===== src/rtl/imem_loader_pkg.sv =====
// Shared definitions for the instruction-memory loader.
//   HDR_W                  : width of the word-count header (16)
//   WORD_W                 : instruction word width (32)
//   DEFAULT_TIMEOUT_CYCLES : default idle limit between accepted bytes
//   state_t                : loader FSM state encoding (S_CHECK is only
//                            reachable when IMEM_LOADER_CHECKSUM_EN is defined)
package imem_loader_pkg;

    localparam int HDR_W                  = 16;
    localparam int WORD_W                 = 32;
    localparam int DEFAULT_TIMEOUT_CYCLES = 50_000_000;

    typedef enum logic [2:0] {
        S_IDLE   = 3'd0,
        S_HDR_HI = 3'd1,
        S_HDR_LO = 3'd2,
        S_DATA   = 3'd3,
        S_WRITE  = 3'd4,
        S_DONE   = 3'd5,
        S_ERROR  = 3'd6,
        S_CHECK  = 3'd7
    } state_t;

endpackage


===== src/rtl/imem_loader_timeout.sv =====
// Idle-cycle watchdog for the loader.
// Ports:
//   clock, reset : clock and synchronous active-high reset
//   clear        : zero the counter this cycle (byte accepted / not counting)
//   enable       : count this cycle
//   expired      : the counter sits at TIMEOUT_CYCLES-1 and another idle
//                  cycle is elapsing, so the limit is reached at this edge
// TIMEOUT_CYCLES must be at least 2.
module imem_loader_timeout #(
    parameter int TIMEOUT_CYCLES = 16
) (
    input  logic clock,
    input  logic reset,
    input  logic clear,
    input  logic enable,
    output logic expired
);

    localparam int CNT_W = (TIMEOUT_CYCLES > 2) ? $clog2(TIMEOUT_CYCLES) : 1;
    localparam logic [CNT_W-1:0] LIMIT = CNT_W'(TIMEOUT_CYCLES - 1);

    logic [CNT_W-1:0] count_reg;

    // Saturates at LIMIT so the counter can never wrap if the FSM lingers.
    always_ff @(posedge clock) begin
        if (reset || clear) begin
            count_reg <= '0;
        end else if (enable && (count_reg != LIMIT)) begin
            count_reg <= count_reg + 1'b1;
        end
    end

    assign expired = enable && !clear && (count_reg == LIMIT);

endmodule


===== src/rtl/imem_loader.sv =====
// Instruction-memory loader: fills program memory from a byte stream before
// the CPU runs. Stream format: 16-bit big-endian word count, then that many
// big-endian 32-bit words, written to word addresses 0,1,2,...
// Optional build macro IMEM_LOADER_CHECKSUM_EN: a trailing byte equal to the
// XOR of all data bytes must follow the data, otherwise the load errors.
// Ports:
//   clock, reset        : clock and synchronous active-high reset
//   start               : single-cycle load request (IDLE/DONE/ERROR only)
//   rx_valid, rx_byte   : incoming byte stream
//   rx_ready            : byte transfers when rx_valid && rx_ready
//   mem_we, mem_addr,
//   mem_wdata           : one-cycle word write into instruction memory
//   cpu_hold            : CPU reset request, high while loading or on error
//   done, error         : load outcome levels
//   word_count          : words written so far in this load
module imem_loader
    import imem_loader_pkg::*;
#(
    parameter int ADDR_WIDTH     = 14,
    parameter int TIMEOUT_CYCLES = DEFAULT_TIMEOUT_CYCLES
) (
    input  logic                  clock,
    input  logic                  reset,
    input  logic                  start,
    input  logic                  rx_valid,
    input  logic [7:0]            rx_byte,
    output logic                  rx_ready,
    output logic                  mem_we,
    output logic [ADDR_WIDTH-1:0] mem_addr,
    output logic [WORD_W-1:0]     mem_wdata,
    output logic                  cpu_hold,
    output logic                  done,
    output logic                  error,
    output logic [HDR_W-1:0]      word_count
);

    // Depth held one bit wider than the header so DEPTH = 65536 still compares.
    localparam logic [HDR_W:0] DEPTH_W = (HDR_W + 1)'(2 ** ADDR_WIDTH);

`ifdef IMEM_LOADER_CHECKSUM_EN
    localparam state_t S_AFTER_DATA = S_CHECK;
`else
    localparam state_t S_AFTER_DATA = S_DONE;
`endif

    state_t                state_reg, state_next;
    logic [HDR_W-1:0]      len_reg, len_next;
    logic [HDR_W-1:0]      word_count_reg, word_count_next;
    logic [WORD_W-1:0]     word_reg, word_next;
    logic [1:0]            byte_idx_reg, byte_idx_next;
    logic [ADDR_WIDTH-1:0] last_addr_reg, last_addr_next;
`ifdef IMEM_LOADER_CHECKSUM_EN
    logic [7:0]            csum_reg, csum_next;
`endif

    logic             counting;
    logic             tmo_clear;
    logic             tmo_expired;
    logic [HDR_W-1:0] hdr_len;
    logic [HDR_W-1:0] word_count_inc;

    // States that accept bytes are exactly the states the watchdog covers.
    assign counting = (state_reg == S_HDR_HI) || (state_reg == S_HDR_LO) ||
`ifdef IMEM_LOADER_CHECKSUM_EN
                      (state_reg == S_CHECK) ||
`endif
                      (state_reg == S_DATA);

    assign rx_ready  = counting;
    assign tmo_clear = !counting || rx_valid;

    imem_loader_timeout #(
        .TIMEOUT_CYCLES(TIMEOUT_CYCLES)
    ) u_timeout (
        .clock  (clock),
        .reset  (reset),
        .clear  (tmo_clear),
        .enable (counting),
        .expired(tmo_expired)
    );

    assign hdr_len        = {len_reg[HDR_W-1:8], rx_byte};
    assign word_count_inc = word_count_reg + 1'b1;

    // During WRITE the address is the pre-increment count; afterwards the
    // last written address is held.
    assign mem_addr   = (state_reg == S_WRITE) ? word_count_reg[ADDR_WIDTH-1:0]
                                               : last_addr_reg;
    assign mem_wdata  = word_reg;
    assign word_count = word_count_reg;

    always_ff @(posedge clock) begin
        if (reset) begin
            state_reg      <= S_IDLE;
            len_reg        <= '0;
            word_count_reg <= '0;
            word_reg       <= '0;
            byte_idx_reg   <= '0;
            last_addr_reg  <= '0;
`ifdef IMEM_LOADER_CHECKSUM_EN
            csum_reg       <= '0;
`endif
        end else begin
            state_reg      <= state_next;
            len_reg        <= len_next;
            word_count_reg <= word_count_next;
            word_reg       <= word_next;
            byte_idx_reg   <= byte_idx_next;
            last_addr_reg  <= last_addr_next;
`ifdef IMEM_LOADER_CHECKSUM_EN
            csum_reg       <= csum_next;
`endif
        end
    end

    always_comb begin
        state_next      = state_reg;
        len_next        = len_reg;
        word_count_next = word_count_reg;
        word_next       = word_reg;
        byte_idx_next   = byte_idx_reg;
        last_addr_next  = last_addr_reg;
`ifdef IMEM_LOADER_CHECKSUM_EN
        csum_next       = csum_reg;
`endif
        mem_we   = 1'b0;
        cpu_hold = 1'b0;
        done     = 1'b0;
        error    = 1'b0;

        case (state_reg)
            S_IDLE, S_DONE, S_ERROR: begin
                done     = (state_reg == S_DONE);
                error    = (state_reg == S_ERROR);
                cpu_hold = (state_reg == S_ERROR);
                if (start) begin
                    state_next      = S_HDR_HI;
                    word_count_next = '0;
                    byte_idx_next   = '0;
`ifdef IMEM_LOADER_CHECKSUM_EN
                    csum_next       = '0;
`endif
                end
            end

            S_HDR_HI: begin
                cpu_hold = 1'b1;
                if (rx_valid) begin
                    len_next[HDR_W-1:8] = rx_byte;
                    state_next          = S_HDR_LO;
                end else if (tmo_expired) begin
                    state_next = S_ERROR;
                end
            end

            S_HDR_LO: begin
                cpu_hold = 1'b1;
                if (rx_valid) begin
                    len_next[7:0] = rx_byte;
                    if ({1'b0, hdr_len} > DEPTH_W) begin
                        state_next = S_ERROR;
                    end else if (hdr_len == '0) begin
                        state_next = S_AFTER_DATA;
                    end else begin
                        state_next = S_DATA;
                    end
                end else if (tmo_expired) begin
                    state_next = S_ERROR;
                end
            end

            S_DATA: begin
                cpu_hold = 1'b1;
                if (rx_valid) begin
                    // Shifting in from the bottom leaves byte 0 in [31:24].
                    word_next     = {word_reg[WORD_W-9:0], rx_byte};
                    byte_idx_next = byte_idx_reg + 1'b1;
`ifdef IMEM_LOADER_CHECKSUM_EN
                    csum_next     = csum_reg ^ rx_byte;
`endif
                    if (byte_idx_reg == 2'd3) begin
                        state_next = S_WRITE;
                    end
                end else if (tmo_expired) begin
                    state_next = S_ERROR;
                end
            end

            S_WRITE: begin
                cpu_hold        = 1'b1;
                mem_we          = 1'b1;
                word_count_next = word_count_inc;
                last_addr_next  = word_count_reg[ADDR_WIDTH-1:0];
                state_next      = (word_count_inc == len_reg) ? S_AFTER_DATA : S_DATA;
            end

`ifdef IMEM_LOADER_CHECKSUM_EN
            S_CHECK: begin
                cpu_hold = 1'b1;
                if (rx_valid) begin
                    state_next = (rx_byte == csum_reg) ? S_DONE : S_ERROR;
                end else if (tmo_expired) begin
                    state_next = S_ERROR;
                end
            end
`endif

            default: begin
                state_next = S_IDLE;
            end
        endcase
    end

endmodule

===== config.mk =====
export PLATFORM = sky130hd
export DESIGN_NAME = imem_loader
export DESIGN_NICKNAME = d
export VERILOG_FILES = /design/src/rtl/imem_loader_pkg.sv /design/src/rtl/imem_loader_timeout.sv /design/src/rtl/imem_loader.sv
export SDC_FILE = /design/constraint.sdc
export NUM_CORES = 1
export LEC_CHECK = 0
export ABC_AREA = 1
export BUFFER_PORTS_ARGS = -buffer_cell sky130_fd_sc_hd__buf_2
export CAP_MARGIN = 10
export CORE_MARGIN = 10
export CORE_UTILIZATION = 45
export DETAILED_ROUTE_END_ITERATION = 16
export GPL_TIMING_DRIVEN = 0
export PLACE_DENSITY_LB_ADDON = 0.12
export SYNTH_ARGS = -nofsm -noshare
export SYNTH_HDL_FRONTEND = slang
export SYNTH_SLANG_ARGS = --single-unit

===== constraint.sdc =====
create_clock -name clock -period 5.4 [get_ports clock]
set_input_delay 0.54 -clock clock [delete_from_list [all_inputs] [get_ports clock]]
set_output_delay 0.54 -clock clock [all_outputs]
set_load 0.05 [all_outputs]

* After elaboration in Yosys (flattened, before gate mapping) *
Cells that the tools add are included.

cells by class
  add/subtract/negate cells = 3
  $lt $le $gt $ge = 1
  eq/ne operators = 13
  mux-type cells = 20
  reduce and logical (&&, ||, !) cells = 21

operator list
  cell                   count
  $pmux 16 s2            1
  $mux 3                 9
  $add 26x1->26 const B  1
  $eq 26x26->1 const B   1
  $ne 26x26->1 const B   1
  $add 16x1->16 const B  1
  $eq 16x16->1           1
  $gt 16x15->1 const B   1
  $logic_not 16->1       1
  $mux 16                1
  $pmux 3 s5             1
  $mux 14                1
  $reduce_and 2->1       5
  $eq 3x3->1 const B     3
  $eq 3x2->1 const B     2
  $logic_or 1x1->1       4
  $mux 2                 2
  $ne 2x2->1 const B     2
  $pmux 2 s2             1
  $reduce_bool 2->1      2
  $reduce_or 4->1        1
  $eq 3x1->1 const B     1
  $logic_and 1x1->1      3
  $logic_not 3->1        1
  other kinds (8)        11

word-level totals
  bits in registers = 109
  bits of input ports = 12
  output and inout port bits = 67

* Longest topological paths before layout *
  depth after elaboration = 11
  depth in mapped cells = 16
  mapped depth without buffers = 16

* Cells and area by module *
A second synthesis with hierarchy kept.

unflattened totals
  cells, all modules = 860
  area, all modules = 5564.1 um^2

modules (own cells, without submodules)
  module               instances  cells each  area each (um^2)  seq. area each (um^2)
  imem_loader          1          593         3950.0            1661.6
  imem_loader_timeout  1          267         1614.0            520.5

* Worst setup path before layout *
No wires, ideal clock.

  path type = flip-flop to output port
  start = reg state_reg[0]
  end = out cpu_hold
  arrival time = 2.011 ns
  setup slack = 2.849 ns
  cell stages (with the launch flop) = 5
  buffers on the path = 0
  cells stage by stage = dfxtp_1 -> nor2_1 -> nor2_1 -> inv_1 -> o21ai_0

on the way
  cells in the longest elaborated chain, start to end = 3
  elaborated cells between the ends (all ways) = 10
  those cells by class = 6 x eq/ne; 1 x mux; 3 x reduce/logical

RTL lines
  what                                                                 RTL line            text
  start, declared                                                      imem_loader.sv:46   state_t state_reg, state_next;
  start signal, assigned                                               imem_loader.sv:104  state_reg <= state_next;
  $eq 3x1->1 (tied with other cells)                                   imem_loader.sv:131  case (state_reg)
  $reduce_or 4->1 (no line) / $reduce_or 3->1 (equally long branches)  n/a
  $pmux 1 s2 (*)                                                       imem_loader.sv:131
  end, declared                                                        imem_loader.sv:31   output logic cpu_hold,

Every way passes the cells marked *; elsewhere a longest branch is shown, timed or not.

* Worst setup path after layout *
  start = reg state_reg[2]
  end = out mem_addr[10]

on the way
  cells in the longest elaborated chain, start to end = 2

RTL lines
  what           RTL line           text
  $eq 3x3->1     imem_loader.sv:87  assign mem_addr = (state_reg == S_WRITE) ? word_count_reg[ADDR_WIDTH-1:0]
  $mux 14        n/a
  end, declared  imem_loader.sv:29  output logic [ADDR_WIDTH-1:0] mem_addr,

No other way between the ends.

==> key figures <==
Floorplanning
  • Ports: 79
  • Initial Utilization: 0.457
  • Core area: 0.0119 sq mm
  • Die Wd: ~130 um
  • Full die area: 0.0169 sq mm
  • Rows: 40
  • Die Ht: about 130 um

Clock tree
  • Sink Count: 109
  • CTS Buf Count: 9
  • CTS tree: yes
  • Maximum clock path buffer count: 2
  • Post-cts gate resize count: 0
  • Root Buffer: clkbuf_16
  • Setup bufs post-CTS: 0
  • H-tree levels: 3
  • Clk pin slew, worst setup/hold paths: 80 ps
  • Hold-fix buffers, CTS: 0
  • Clk_lat worst skew: 360 ps

Synthesis
  • Post-synth top area cell: dfxtp_1
  • Async SR Flop Fraction: 0
  • Synth Register Bits: 109
  • Seq/Total Area, Yosys: 0.401
  • Mean Syn Cell Area: 6.70 sq um
  • Synth warn: 0
  • Post-synth net total: 827
  • Number of flops mapped to enable cells by yosys: 0
  • Top cell type's share of synthesized area: 0.401
  • Largest cells by area after synthesis: dfxtp_1 40%, nand2_1 15%, a21oi_1 8.3%
  • Cells after Synth: 812
  • Synth Cell Area: 0.00544 sq mm
  • Library cells used by synthesis: 35
  • Dominant synthesized flop cell: dfxtp_1

Routing
  • Drt first-iter violations: 369
  • Vias per cell: roughly 5.2
  • Routed WL: between 15 and 20 mm
  • Drt pass-1 iters: 5
  • Antenna Nets Post-Route: 0
  • WL/cell: around 15 um
  • DR vias: about 5500
  • Drt drc: 0

Setup path
  • Delay of the slowest critical-path stage: 540 ps
  • Most frequent cell on the critical path: inv_1
  • Crit Path Class: flip-flop to output port
  • Slowest CP cell: nor2_1
  • Reg2Reg Setup Slack: 3100 ps
  • CP arrival: between 2000 and 3000 ps
  • CP Launch Type: flip-flop
  • R2R Path Start: word_count[0]
  • Cell Chain, Critical Path: buf_2, inv_1, nor2_1, inv_1, clkbuf_1, o21ai_0, inv_1, buf_2
  • WP data required: 4860 ps
  • Worst r2r dst: state_reg[2]
  • Crit-path max FO: 10
  • Setup crit end kind: output port
  • R2R cell count: 13

STA
  • RSZ-0062 raised after global routing: no
  • Final Slew Violations: 0
  • Setup TNS Final: 0 ps
  • Worst slew pin tran: 715 ps
  • Fmax: 319 MHz
  • Clock Skew: 8.98 ps
  • Final min period: roughly 3100 ps
  • Endpoints failing setup: 0
  • Final period utilization: 0.581
  • Worst relative slew slack: 0.520
  • Final Hold Viols: 0

Pwr
  • Sw Ratio: 0.396
  • Worst vdd ir: ~0.25 mV
  • Logic gate share of total power: 0.318
  • Fraction of power consumed by sequential logic: 0.393
  • P_sw: 905 uW
  • Power per cell area: roughly 360 mW/mm^2
  • Leak pwr: 0.00264 uW
  • P_int: approximately 1400 uW
  • Clock power frac: 0.289

Global routing
  • Number of global-route vias before repair: slightly above 5000
  • Overall routing resource usage: 0.185
  • Antenna violations before repair: 0
  • First-pass GRT wire length: 25.4 mm
  • Largest net degree at the start of global routing: 21
  • Remaining global-route overflow: 0

Finish
  • Number of diodes: 0
  • Final Util: 0.529
  • Layout cells sized above 1: 0.142
  • Most frequent cells in the layout: 222 x nand2_1, 109 x dfxtp_1, 90 x a21oi_1
  • Most common cell after layout, fill and taps aside: nand2_1
  • Nets: roughly 910
  • Post-route cell area: 0.00630 sq mm
  • Syn-to-layout area delta: 15.8%
  • Max reg flops: 32
  • Fillcell total: 1229

Worst hold path
  • Hold path depth: 3
  • Hold wc startpoint: rx_byte[7]
  • Hold endpoint: mem_wdata[7]
  • Hold WC Path Type: input port to flip-flop

Placed design
  • IO Port Bufs: 76
  • Final HPWL DP: 12.2 mm
  • DP Area: 0.00600 sq mm
  • RePlAce Congestion: 0.940

Status
  • Run status: finished clean

Job
  • Max-cap violations: 0
per-stage QoR:
stage               cells  hold slack (ps)  worst slack, ps  power, uW
floorplan             812              435             2850       1450
global placement     1035              451             2650       1620
detailed placement   1035              461             2610       1640
global route         1051              474             2000       2410
finish               1051              463             2260       2280
CTS                  1051              454             2210       2300
layout make-up:
cell class,count,area (sq um),area share
multi-input combinational,589,2810,0.446
timing repair buffer,76,380,0.0604
sequential,109,2180,0.346
clock buffer,9,225,0.0358
buffer,29,129,0.0205
inverter,85,319,0.0507
clock inverter,7,70.1,0.0111
tap,147,184,0.0292
metal layers:
metal | vias up | global-route usage | share of wire
met1 | 2522 | 0.262 | 0.48
met5 | - | 0 | 0
met3 | 18 | 0.0410 | 0.070
met4 | 0 | 0.0642 | 0.015
li1 | 2804 | - | -
met2 | 164 | 0.272 | 0.43
how the worst max path moves through the flow:
stage | slack [ps] | start | to | cells after the start
after floorplan | 2850 | state_reg[0] | cpu_hold | 4
after global placement | 2650 | state_reg[2] | mem_addr[9] | 8
after detailed placement | 2610 | state_reg[2] | mem_addr[10] | 8
after CTS | 2210 | state_reg[2] | mem_addr[10] | 8
after global routing | 2000 | state_reg[2] | mem_addr[12] | 8
final | 2260 | state_reg[2] | mem_addr[10] | 8
worst max-delay path: cells and delay by family, from the launching register on:
kind	cells	cell delay, ps
AOI/OAI and AO/OA	1	290
DFF	1	310
and+or+nand+nor	1	540
buffers and inverters	6	1100
power groups by stage:
stage | registers [uW] | logic [uW] | clock network (uW)
3_5_place_dp | 916 | 723 | 0
5_1_grt | 904 | 797 | 707
4_1_cts | 897 | 725 | 675
2_1_floorplan | 917 | 534 | 0
6_report | 897 | 725 | 661
3_3_place_gp | 913 | 709 | 0
cell usage after synthesis, drive strengths merged, types with 3 or more instances:
| master | instances |
|---|---|
| nor3 | 10 |
| nor4 | 8 |
| nor2 | 87 |
| nand3 | 55 |
| inv | 83 |
| or2 | 14 |
| xor2 | 10 |
| nand3b | 4 |
| clkbuf | 22 |
| xnor2 | 9 |
| ha | 3 |
| a21oi | 91 |
| nand4 | 17 |
| nand2 | 227 |
| buf | 7 |
| o21ai | 46 |
| dfxtp | 109 |
kinds of logic after synthesis:
kind of cell               Yosys count  synth area share
adders and majority gates            3           0.00690
xor gates and xnor gates            20            0.0350
buffers and inverters              114            0.0824
AOI/OAI and AO/OA                  144             0.137
and+or+nand+nor                    422             0.338
DFF                                109             0.401
Note: power is estimated with default switching activity, not from simulation.
